--- config.mk ---
export PLATFORM = sky130hd
export DESIGN_NAME = ajuste_multicampo
export DESIGN_NICKNAME = d
export VERILOG_FILES = /design/src/rtl/ajuste_multicampo_pkg.sv /design/src/rtl/ajuste_multicampo_repetidor.sv /design/src/rtl/ajuste_multicampo.sv
export SDC_FILE = /design/constraint.sdc
export NUM_CORES = 1
export LEC_CHECK = 0
export BUFFER_PORTS_ARGS = -buffer_cell sky130_fd_sc_hd__buf_4
export CORE_ASPECT_RATIO = 1.2
export CORE_UTILIZATION = 57
export CTS_CLUSTER_DIAMETER = 30
export DETAILED_ROUTE_END_ITERATION = 6
export GPL_ROUTABILITY_DRIVEN = 1
export PLACE_DENSITY = 0.75
export SLEW_MARGIN = 20
export SYNTH_ARGS = -nofsm -noshare
export SYNTH_HDL_FRONTEND = slang
export SYNTH_SLANG_ARGS = --single-unit
--- constraint.sdc ---
create_clock -name clk_100MHz -period 5.79 [get_ports clk_100MHz]
set_input_delay 0.579 -clock clk_100MHz [delete_from_list [all_inputs] [get_ports clk_100MHz]]
set_output_delay 0.579 -clock clk_100MHz [all_outputs]
set_load 0.005 [all_outputs]
--- src/rtl/ajuste_multicampo_pkg.sv ---
// ---------------------------------------------------------------------------
// ajuste_pkg
// Shared types and helpers for the multi-field time-adjust controller.
//   estado_t         : controller state (NORMAL / AJUSTE)
//   LIMITES_RELOGIO  : default wrap limits for a clock, packed field 2..0
//                      as {hours=23, minutes=59, seconds=59}
//   wrap_inc/wrap_dec: wrap-around step of a field value against its limit.
//                      They work on a wide unsigned word; callers truncate to
//                      the field width, which gives the natural W-bit rollover
//                      for values loaded above their limit.
// ---------------------------------------------------------------------------
package ajuste_pkg;

  typedef enum logic [0:0] {
    NORMAL = 1'b0,
    AJUSTE = 1'b1
  } estado_t;

  localparam int W_RELOGIO = 6;
  localparam int N_RELOGIO = 3;
  localparam logic [N_RELOGIO*W_RELOGIO-1:0] LIMITES_RELOGIO = {6'd23, 6'd59, 6'd59};

  localparam int W_ARIT = 32;

  function automatic logic [W_ARIT-1:0] wrap_inc(input logic [W_ARIT-1:0] v,
                                                 input logic [W_ARIT-1:0] lim);
    if (v == lim) begin
      return '0;
    end
    return v + W_ARIT'(1);
  endfunction

  function automatic logic [W_ARIT-1:0] wrap_dec(input logic [W_ARIT-1:0] v,
                                                 input logic [W_ARIT-1:0] lim);
    if (v == '0) begin
      return lim;
    end
    return v - W_ARIT'(1);
  endfunction

endpackage

--- src/rtl/ajuste_multicampo_repetidor.sv ---
// ---------------------------------------------------------------------------
// repetidor_botao
// Rising-edge detector with auto-repeat for one push button.
//   i_clk      : clock
//   i_rst      : asynchronous active-high reset
//   i_btn      : debounced, synchronous button level
//   i_bloqueio : inhibit (other direction also held): no step, repeat disarmed
//   o_borda    : rising edge of i_btn (raw, not inhibited)
//   o_passo    : one-cycle step pulse: on the edge, then REPEAT_DELAY cycles
//                after the edge, then every REPEAT_RATE cycles while held
// ---------------------------------------------------------------------------
module repetidor_botao #(
  parameter int REPEAT_DELAY = 50_000_000,
  parameter int REPEAT_RATE  = 10_000_000
) (
  input  logic i_clk,
  input  logic i_rst,
  input  logic i_btn,
  input  logic i_bloqueio,
  output logic o_borda,
  output logic o_passo
);

  localparam int MAX_CNT = (REPEAT_DELAY > REPEAT_RATE) ? REPEAT_DELAY : REPEAT_RATE;
  localparam int CW      = $clog2(MAX_CNT + 1);

  logic          r_prev;
  logic          r_rep;      // 1 once the first (delayed) repeat has fired
  logic [CW-1:0] r_cnt;      // cycles since the last step; 0 = repeat disarmed
  logic [CW-1:0] w_alvo;
  logic          w_vence;

  assign o_borda = i_btn & ~r_prev;
  assign w_alvo  = r_rep ? CW'(REPEAT_RATE) : CW'(REPEAT_DELAY);
  assign w_vence = i_btn && (r_cnt != '0) && (r_cnt == w_alvo);
  assign o_passo = ~i_bloqueio & (o_borda | w_vence);

  always_ff @(posedge i_clk or posedge i_rst) begin
    if (i_rst) begin
      r_prev <= 1'b0;
      r_rep  <= 1'b0;
      r_cnt  <= '0;
    end else begin
      r_prev <= i_btn;
      if (!i_btn || i_bloqueio) begin
        // Released, or both directions held: disarm until the next edge.
        r_rep <= 1'b0;
        r_cnt <= '0;
      end else if (o_borda) begin
        r_rep <= 1'b0;
        r_cnt <= CW'(1);
      end else if (r_cnt != '0) begin
        if (w_vence) begin
          r_rep <= 1'b1;
          r_cnt <= CW'(1);
        end else begin
          r_cnt <= r_cnt + CW'(1);
        end
      end
    end
  end

endmodule

--- src/rtl/ajuste_multicampo.sv ---
// ---------------------------------------------------------------------------
// ajuste_multicampo
// Multi-field time-adjust controller between debounced buttons and a clock
// counter. In NORMAL it mirrors the live counter; in AJUSTE it freezes a
// shadow copy, lets the user step the selected field, and either commits it
// (load strobe) or abandons it (cancel / inactivity timeout).
//   clk_100MHz  : clock
//   rst         : asynchronous active-high reset
//   btn_mode    : enter adjust / next field / commit after the last field
//   btn_inc     : increment selected field (auto-repeat while held)
//   btn_dec     : decrement selected field (auto-repeat while held)
//   btn_cancel  : leave adjust without load
//   valores_in  : live counter values, field i at [i*W +: W]
//   pause       : high while adjusting
//   load        : one-cycle commit strobe
//   modo_ajuste : 0 = normal, i+1 = field i selected
//   blink       : display enable for the selected field
//   valores_out : values to display / load
// ---------------------------------------------------------------------------
module ajuste_multicampo
  import ajuste_pkg::*;
#(
  parameter int                    N_CAMPOS     = 3,
  parameter int                    W            = 6,
  parameter logic [N_CAMPOS*W-1:0] LIMITES      = LIMITES_RELOGIO,
  parameter int                    REPEAT_DELAY = 50_000_000,
  parameter int                    REPEAT_RATE  = 10_000_000,
  parameter int                    TIMEOUT_CYC  = 1_000_000_000,
  parameter int                    BLINK_CYC    = 25_000_000
) (
  input  logic                             clk_100MHz,
  input  logic                             rst,
  input  logic                             btn_mode,
  input  logic                             btn_inc,
  input  logic                             btn_dec,
  input  logic                             btn_cancel,
  input  logic [N_CAMPOS*W-1:0]            valores_in,
  output logic                             pause,
  output logic                             load,
  output logic [$clog2(N_CAMPOS+1)-1:0]    modo_ajuste,
  output logic                             blink,
  output logic [N_CAMPOS*W-1:0]            valores_out
);

  localparam int WM = $clog2(N_CAMPOS + 1);
  localparam int TW = $clog2(TIMEOUT_CYC + 1);
  localparam int BW = $clog2(BLINK_CYC + 1);

  estado_t               r_estado;
  logic [WM-1:0]         r_campo;
  logic                  r_load;
  logic [N_CAMPOS*W-1:0] r_valores;
  logic                  r_prev_mode;
  logic                  r_prev_cancel;
  logic [TW-1:0]         r_timeout;
  logic [BW-1:0]         r_blink_cnt;
  logic                  r_blink;

  logic                  w_borda_mode;
  logic                  w_borda_cancel;
  logic                  w_borda_inc;
  logic                  w_borda_dec;
  logic                  w_passo_inc;
  logic                  w_passo_dec;
  logic                  w_ambos;
  logic                  w_passo_aplicado;
  logic                  w_atividade;
  logic                  w_ultimo;
  logic [N_CAMPOS*W-1:0] w_valores_passo;

  assign w_borda_mode   = btn_mode & ~r_prev_mode;
  assign w_borda_cancel = btn_cancel & ~r_prev_cancel;
  assign w_ambos        = btn_inc & btn_dec;

  repetidor_botao #(
    .REPEAT_DELAY (REPEAT_DELAY),
    .REPEAT_RATE  (REPEAT_RATE)
  ) u_rep_inc (
    .i_clk      (clk_100MHz),
    .i_rst      (rst),
    .i_btn      (btn_inc),
    .i_bloqueio (w_ambos),
    .o_borda    (w_borda_inc),
    .o_passo    (w_passo_inc)
  );

  repetidor_botao #(
    .REPEAT_DELAY (REPEAT_DELAY),
    .REPEAT_RATE  (REPEAT_RATE)
  ) u_rep_dec (
    .i_clk      (clk_100MHz),
    .i_rst      (rst),
    .i_btn      (btn_dec),
    .i_bloqueio (w_ambos),
    .o_borda    (w_borda_dec),
    .o_passo    (w_passo_dec)
  );

  // A step coinciding with a mode or cancel edge is dropped.
  assign w_passo_aplicado = (r_estado == AJUSTE) && (w_passo_inc || w_passo_dec) &&
                            !w_borda_mode && !w_borda_cancel;

  assign w_atividade = w_borda_mode | w_borda_cancel | w_borda_inc | w_borda_dec |
                       w_passo_inc | w_passo_dec;

  assign w_ultimo = (r_campo == WM'(N_CAMPOS - 1));

  // Next shadow value per field: only the selected field moves on a step.
  genvar gi;
  generate
    for (gi = 0; gi < N_CAMPOS; gi++) begin : g_campo
      logic [W-1:0] w_atual;
      logic [W-1:0] w_lim;
      logic [W-1:0] w_mais;
      logic [W-1:0] w_menos;
      logic         w_sel;

      assign w_atual = r_valores[gi*W +: W];
      assign w_lim   = LIMITES[gi*W +: W];
      assign w_mais  = W'(wrap_inc(W_ARIT'(w_atual), W_ARIT'(w_lim)));
      assign w_menos = W'(wrap_dec(W_ARIT'(w_atual), W_ARIT'(w_lim)));
      assign w_sel   = w_passo_aplicado && (r_campo == WM'(gi));

      assign w_valores_passo[gi*W +: W] = !w_sel      ? w_atual :
                                          w_passo_inc ? w_mais  : w_menos;
    end
  endgenerate

  always_ff @(posedge clk_100MHz or posedge rst) begin
    if (rst) begin
      r_estado      <= NORMAL;
      r_campo       <= '0;
      r_load        <= 1'b0;
      r_valores     <= '0;
      r_prev_mode   <= 1'b0;
      r_prev_cancel <= 1'b0;
      r_timeout     <= '0;
      r_blink_cnt   <= '0;
      r_blink       <= 1'b1;
    end else begin
      r_prev_mode   <= btn_mode;
      r_prev_cancel <= btn_cancel;
      r_load        <= 1'b0;

      case (r_estado)
        AJUSTE: begin
          r_valores <= w_valores_passo;

          if (w_borda_cancel) begin
            r_estado <= NORMAL;
            r_campo  <= '0;
          end else if (w_borda_mode) begin
            if (w_ultimo) begin
              // Commit: load rises next cycle while valores_out still holds
              // the adjusted values (NORMAL reloads them one cycle later).
              r_estado <= NORMAL;
              r_campo  <= '0;
              r_load   <= 1'b1;
            end else begin
              r_campo <= r_campo + WM'(1);
            end
          end else if (!w_atividade && (r_timeout == TW'(TIMEOUT_CYC - 1))) begin
            r_estado <= NORMAL;
            r_campo  <= '0;
          end

          r_timeout <= w_atividade ? '0 : r_timeout + TW'(1);

          if (w_passo_aplicado || w_borda_mode) begin
            r_blink_cnt <= '0;
            r_blink     <= 1'b1;
          end else if (r_blink_cnt == BW'(BLINK_CYC - 1)) begin
            r_blink_cnt <= '0;
            r_blink     <= ~r_blink;
          end else begin
            r_blink_cnt <= r_blink_cnt + BW'(1);
          end
        end

        default: begin
          // NORMAL: mirror the live counter; the capture made on the entry
          // edge becomes the shadow copy for AJUSTE.
          r_valores   <= valores_in;
          r_campo     <= '0;
          r_timeout   <= '0;
          r_blink_cnt <= '0;
          r_blink     <= 1'b1;
          if (w_borda_mode) begin
            r_estado <= AJUSTE;
          end
        end
      endcase
    end
  end

  assign pause       = (r_estado == AJUSTE);
  assign load        = r_load;
  assign modo_ajuste = (r_estado == AJUSTE) ? (r_campo + WM'(1)) : '0;
  assign blink       = (r_estado == NORMAL) | r_blink;
  assign valores_out = r_valores;

endmodule
== Word-level counts from Yosys, hierarchy flattened ==
Cells that the tools add are included.
Cells by class
  bitwise operators: 22
  reductions and logical operators: 32
  equal/unequal tests: 14
  add/subtract/negate cells: 11
  multiplexer cells: 67
Operator list (number)
  two-way mux 26 bit: 10
  two-way mux 6 bit: 18
  two-way mux 25 bit: 3
  two-way mux 30 bit: 2
  adder 26 x 1 -> 26 bit (second input constant): 2
  == test 26 bit: 2
  nonzero test 26 bit: 2
  adder 30 x 1 -> 30 bit (second input constant): 1
  == test 30 bit (second input constant): 1
  two-way mux 1 bit: 27
  adder 25 x 1 -> 25 bit (second input constant): 1
  == test 25 bit (second input constant): 1
  adder 6 x 1 -> 6 bit (second input constant): 3
  logical NOT 6 bit: 3
  two-way mux 18 bit: 1
  subtractor 6 x 1 -> 6 bit (second input constant): 3
  == test 6 bit (second input constant): 2
  two-way mux 2 bit: 6
  nonzero test 3 bit: 4
  logical AND 1 bit: 11
  bitwise OR 1 bit: 8
  AND 1 bit: 7
  NOT 1 bit: 7
  == test 6 x 5 -> 1 bit (second input constant): 1
  other kinds (10): 20
Storage, ports and cells
  register bits after elaboration: 136
  logic and storage cells: 163
  output and inout bits: 23

== Longest topological paths before layout ==
  word-level depth: 13
  mapped depth: 11
  gate-level depth less buffers: 9

== Modules after synthesis ==
A second synthesis with hierarchy kept.
Unflattened totals
  cells, all modules: 896
  area total of the unflattened synthesis: 8089.0 µm²
Modules (own cells, without submodules)
  ajuste_multicampo: instances 1, cells an instance 546, seq. area each 2003.2 µm², area each 4753.3 µm²
  repetidor_botao: instances 2, cells an instance 175, seq. area each 700.7 µm², area each 1667.8 µm²

== Least setup slack after synthesis ==
OpenSTA, ideal clock, no wires.
  kind: register to register
  from: register u_rep_dec.r_cnt[9]
  to: register r_blink_cnt[17]
  cell stages (with the launch flop): 10
  data arrival time: 2.460 ns
  library setup time: 0.119 ns
  setup slack: 3.212 ns
  data required time: 5.671 ns
  cells stage by stage: dfrtp_1 -> or2_0 -> or4_4 -> a2111oi_4 -> nor3_1 -> o311a_1 -> nand2b_1 -> buf_6 -> buf_8 -> nor2_1
Between the ends
  word-level cells in the longest chain between the ends: 12
Ends and longest elaborated chain
  start: declaration: RTL line ajuste_multicampo_repetidor.sv:29  | logic [CW-1:0] r_cnt;
  start signal: assignment: RTL line ajuste_multicampo_repetidor.sv:57  | r_cnt <= r_cnt + CW'(1);
  nonzero test 26 bit: RTL line ajuste_multicampo_repetidor.sv:35  | assign w_vence = i_btn && (r_cnt != '0) && (r_cnt == w_alvo);
  logical AND 1 bit: RTL line ajuste_multicampo_repetidor.sv:35
  logical AND 1 bit (*): RTL line ajuste_multicampo_repetidor.sv:35
  bitwise OR 1 bit (*): RTL line ajuste_multicampo_repetidor.sv:36  | assign o_passo = ~i_bloqueio & (o_borda | w_vence);
  AND 1 bit (*): RTL line ajuste_multicampo_repetidor.sv:36
  logical OR 1 bit (*): RTL line ajuste_multicampo.sv:100  | assign w_passo_aplicado = (r_estado == AJUSTE) && (w_passo_inc || w_passo_dec) &&
  logical AND 1 bit (*) (2 in series): RTL line ajuste_multicampo.sv:100
  logical AND 1 bit (*): RTL line ajuste_multicampo.sv:101  | !w_borda_mode && !w_borda_cancel;
  logical OR 1 bit (*): RTL line ajuste_multicampo.sv:169  | if (w_passo_aplicado || w_borda_mode) begin
  two-way mux 25 bit (*): RTL line ajuste_multicampo.sv:169
  two-way mux 25 bit (*): RTL line ajuste_multicampo.sv:145  | case (r_estado)
  end signal: assignment: RTL line ajuste_multicampo.sv:176  | r_blink_cnt <= r_blink_cnt + BW'(1);
  end: declaration: RTL line ajuste_multicampo.sv:56  | logic [BW-1:0] r_blink_cnt;
Every way passes the cells marked *; elsewhere a longest branch is shown, timed or not.
A chain may end at the register's enable or synchronous reset.

== Final worst setup path ==
  from: register u_rep_dec.r_cnt[9]
  to: register r_blink_cnt[9]
Same word-level chain as after synthesis.

==> results by group <==
Run status
  – Status: finished, final reports clean

Synthesis
  – Cell area after synthesis: 0.00767 mm²
  – Synthesized Nets: 897
  – Ys async rst share: 1.00
  – Synth Warn #: 0
  – EDFF count, synth: 0
  – Synthesized flop and latch total: 136
  – Avg Inst Size Synth: 8.97 µm²
  – Register area share after synthesis: 0.444
  – Synth unique cells: 64
  – Synth Instances: 855
  – Most used DFF post-synth: dfrtp_1

Routing
  – DRT Wirelength: 16500 µm
  – Via density: 5.85
  – Drt first-iter violations: 343
  – TritonRoute pass-1 iters: 4
  – Via count: 6287
  – DRC: 0
  – Routed wire length per instance: 15.3 µm
  – Detail Route Antenna Nets: 0

Setup path
  – WP data required: 6.05 ns
  – Critical Path End Type: register
  – Crit Path Max Fanout: 25
  – CP startpoint kind: register
  – CP arrival: 3.56 ns
  – Crit. Startpoint: u_rep_dec.r_cnt[9]
  – Critical Setup Path Class: reg -> reg
  – RR Startpoint: u_rep_dec.r_cnt[9]

Floorplan
  – Die ar.: 0.0139 mm²
  – Die width: 108 µm
  – Row count: 46
  – Die Ht: 129 µm
  – Core Box Area: 0.0132 mm²
  – IO Count: 47
  – Starting Density: 0.582

Finish
  – Share of layout cells above drive strength 1: 0.107
  – Fill cells: 1057
  – Area of the multi-input gates: 0.00400 mm²
  – N_diodes: 0
  – P&R area growth vs syn: 14.3%
  – Core Util, Final: 0.665
  – Fin nets: 936
  – Final instance area: 0.00877 mm²
  – Storage cell area: 0.00340 mm²

Timing
  – Relative slew slack: 0.376
  – Final Skew: 0.00779 ns
  – Final setup vio count: 0
  – Worst slew pin tran: 0.933 ns
  – Period utilization: 0.570
  – Maximum clock rate: 0.303 GHz
  – Sum Neg Setup Slack: 0 ns
  – Final Hold Fails: 0
  – Min Tclk post-route: 3.30 ns
  – RSZ-0062 raised after global routing: no
  – Final Max Tran Viols: 0

GRT
  – Vias in the first global route: 6047
  – Gr usage total: 0.250
  – Initial antenna violation count: 0
  – First-pass GRT wire length: 27500 µm
  – Grt ovf: 0
  – Largest net degree at the start of global routing: 86

Clocking
  – Cts bufs inserted: 17
  – Worst-Skew Late Latency: 0.42 ns
  – Post_cts resized: 0
  – Setup bufs post-CTS: 0
  – Clock transition at path regs: 0.06 ns
  – Quantity of hold-fixing buffers added after cts: 0
  – Max Root-Sink Buffers: 2
  – CTS tree: built
  – CTS Sinks: 136
  – H-tree depth: 4
  – CTS root buf: clkbuf_16

Pwr
  – Int Pwr: 0.00193 W
  – Clock network fraction of total power: 0.458
  – Power per cell area: 297 mW/mm²
  – Worst IR Drop VDD: 0.000208 V
  – Switching Fraction: 0.261
  – Part of the power in registers: 0.409
  – Sw Pwr: 0.000679 W
  – Gate power share: 0.132
  – P_leak: 3.62 nW

Placed design
  – # port buffers: 46
  – DP Area: 0.00810 mm²
  – DP Wirelength: 11200 µm
  – Placer Congestion: 0.869

Worst hold path
  – Hold crit path type: in -> reg
  – Hold path start: btn_mode

Flow run
  – MaxCap Viol Count: 0
==> synthesized netlist by cell type, drive strengths merged (4+ instances only) <==
cell | count | area share
nand4 | 31 | 0.025
xnor2 | 45 | 0.051
a21oi | 28 | 0.018
nand2b | 10 | 0.0082
a311oi | 4 | 0.0046
inv | 31 | 0.015
o21ai | 19 | 0.012
nor2 | 160 | 0.078
a31oi | 6 | 0.0049
nor4b | 4 | 0.0046
nand3 | 50 | 0.033
or4 | 5 | 0.0055
mux2i | 8 | 0.010
o21bai | 4 | 0.0039
nor2b | 6 | 0.0049
o31ai | 7 | 0.0088
nor3 | 25 | 0.016
buf | 7 | 0.0083
xor2 | 53 | 0.061
nor4 | 16 | 0.013
or3 | 9 | 0.0073
nand2 | 70 | 0.034
and3 | 15 | 0.012
ha | 18 | 0.029
nand3b | 4 | 0.0039
and2 | 7 | 0.0060
dfrtp | 135 | 0.44
clkbuf | 23 | 0.011
and4 | 12 | 0.014
==> layout by cell type (no fill, tap or decap), drive strengths merged, types with 4 or more instances in the layout <==
| cell | instances |
|---|---|
| clkbuf | 20 |
| o21ai | 19 |
| nand2b | 10 |
| inv | 31 |
| nand4 | 31 |
| bufinv | 5 |
| o31ai | 7 |
| or3 | 9 |
| and2 | 7 |
| nor4b | 4 |
| nor4 | 16 |
| nor2 | 160 |
| a311oi | 4 |
| or4 | 5 |
| and4 | 12 |
| nor2b | 6 |
| nand3b | 4 |
| nor3 | 25 |
| and3 | 15 |
| a21oi | 28 |
| xor2 | 53 |
| buf | 50 |
| ha | 18 |
| mux2i | 8 |
| xnor2 | 45 |
| o21bai | 4 |
| a31oi | 6 |
| nand3 | 50 |
| nand2 | 70 |
| dfrtp | 135 |
| clkinv | 4 |
==> sequential cells by signal (all words and copies together) (netlist names), 2 cells and up <==
register / count
valores_out: 18
r_timeout: 30
r_blink_cnt: 25
u_rep_dec.r_cnt: 26
r_campo: 2
u_rep_inc.r_cnt: 26
==> routing by layer <==
metal	vias to the layer above	part of all wire	GRT usage	wire, µm
li1	3048	-	-	-
met2	160	0.52	0.434	8540
met4	0	0.021	0.103	347
met1	3044	0.42	0.301	6960
met5	-	0	0	0
met3	35	0.038	0.0533	619
==> logic make-up (layout without fill, tap and decap cells) <==
| group | Yosys count | in the layout | share of synthesized area |
|---|---|---|---|
| AOI/OAI and AO/OA | 100 | 100 | 0.0927 |
| buffers and inverters | 61 | 112 | 0.0348 |
| xor gates and xnor gates | 98 | 98 | 0.112 |
| DFF | 136 | 136 | 0.444 |
| muxes | 8 | 8 | 0.0104 |
| and+or+nand+nor | 434 | 434 | 0.277 |
| adders and majority gates | 18 | 18 | 0.0294 |
==> layout make-up <==
class                           instances  area share
Timing Repair Buffer                   50      0.0432
Inverter                               31      0.0138
Clock buffer                           20      0.0521
Tap cell                              168      0.0240
Sequential cell                       136       0.388
Clock inverter                         11      0.0224
Multi-Input combinational cell        658       0.456
==> path summary, 6_finish.rpt <==
kind                       cells after the start  slack (ns)                   to
min                                            1        0.29          r_prev_mode
min reg2reg                                    1        0.46   u_rep_inc.r_cnt[0]
max in group asynchronous                      3        4.30                pause
min in group asynchronous                      2        0.30  u_rep_inc.r_cnt[14]
max                                            7        2.49       r_blink_cnt[9]
max reg2reg                                    7        2.49       r_blink_cnt[9]
==> metrics by stage <==
| step | instances | hold WS [ns] | total power, W | worst slack [ns] |
|---|---|---|---|---|
| finish | 1074 | 0.289 | 0.00260 | 2.49 |
| global route | 1074 | 0.276 | 0.00272 | 2.28 |
| floorplan | 855 | 0.428 | 0.00131 | 1.57 |
| CTS | 1073 | 0.274 | 0.00262 | 2.50 |
| detailed placement | 1042 | 0.458 | 0.00143 | 2.56 |
| global placement | 1042 | 0.439 | 0.00141 | 2.65 |
==> power groups by stage <==
stage | Sequential, W | Clock, W | Combinational (W)
detailed placement | 0.00108 | 0 | 0.000344
finish | 0.00107 | 0.00119 | 0.000345
CTS | 0.00106 | 0.00121 | 0.000346
global placement | 0.00108 | 0 | 0.000334
global route | 0.00107 | 0.00125 | 0.000389
floorplan | 0.00105 | 0 | 0.000256
==> worst max-delay path, stage by stage (launching register included) <==
cell and delay, ns:
dfrtp_1 0.41, or2_0 0.26, or4_4 0.50, a2111oi_4 0.63
nor3_1 0.11, o311a_1 0.40, nand2b_1 0.67, nor2_1 0.16
Power figures use the tool's default switching activity.
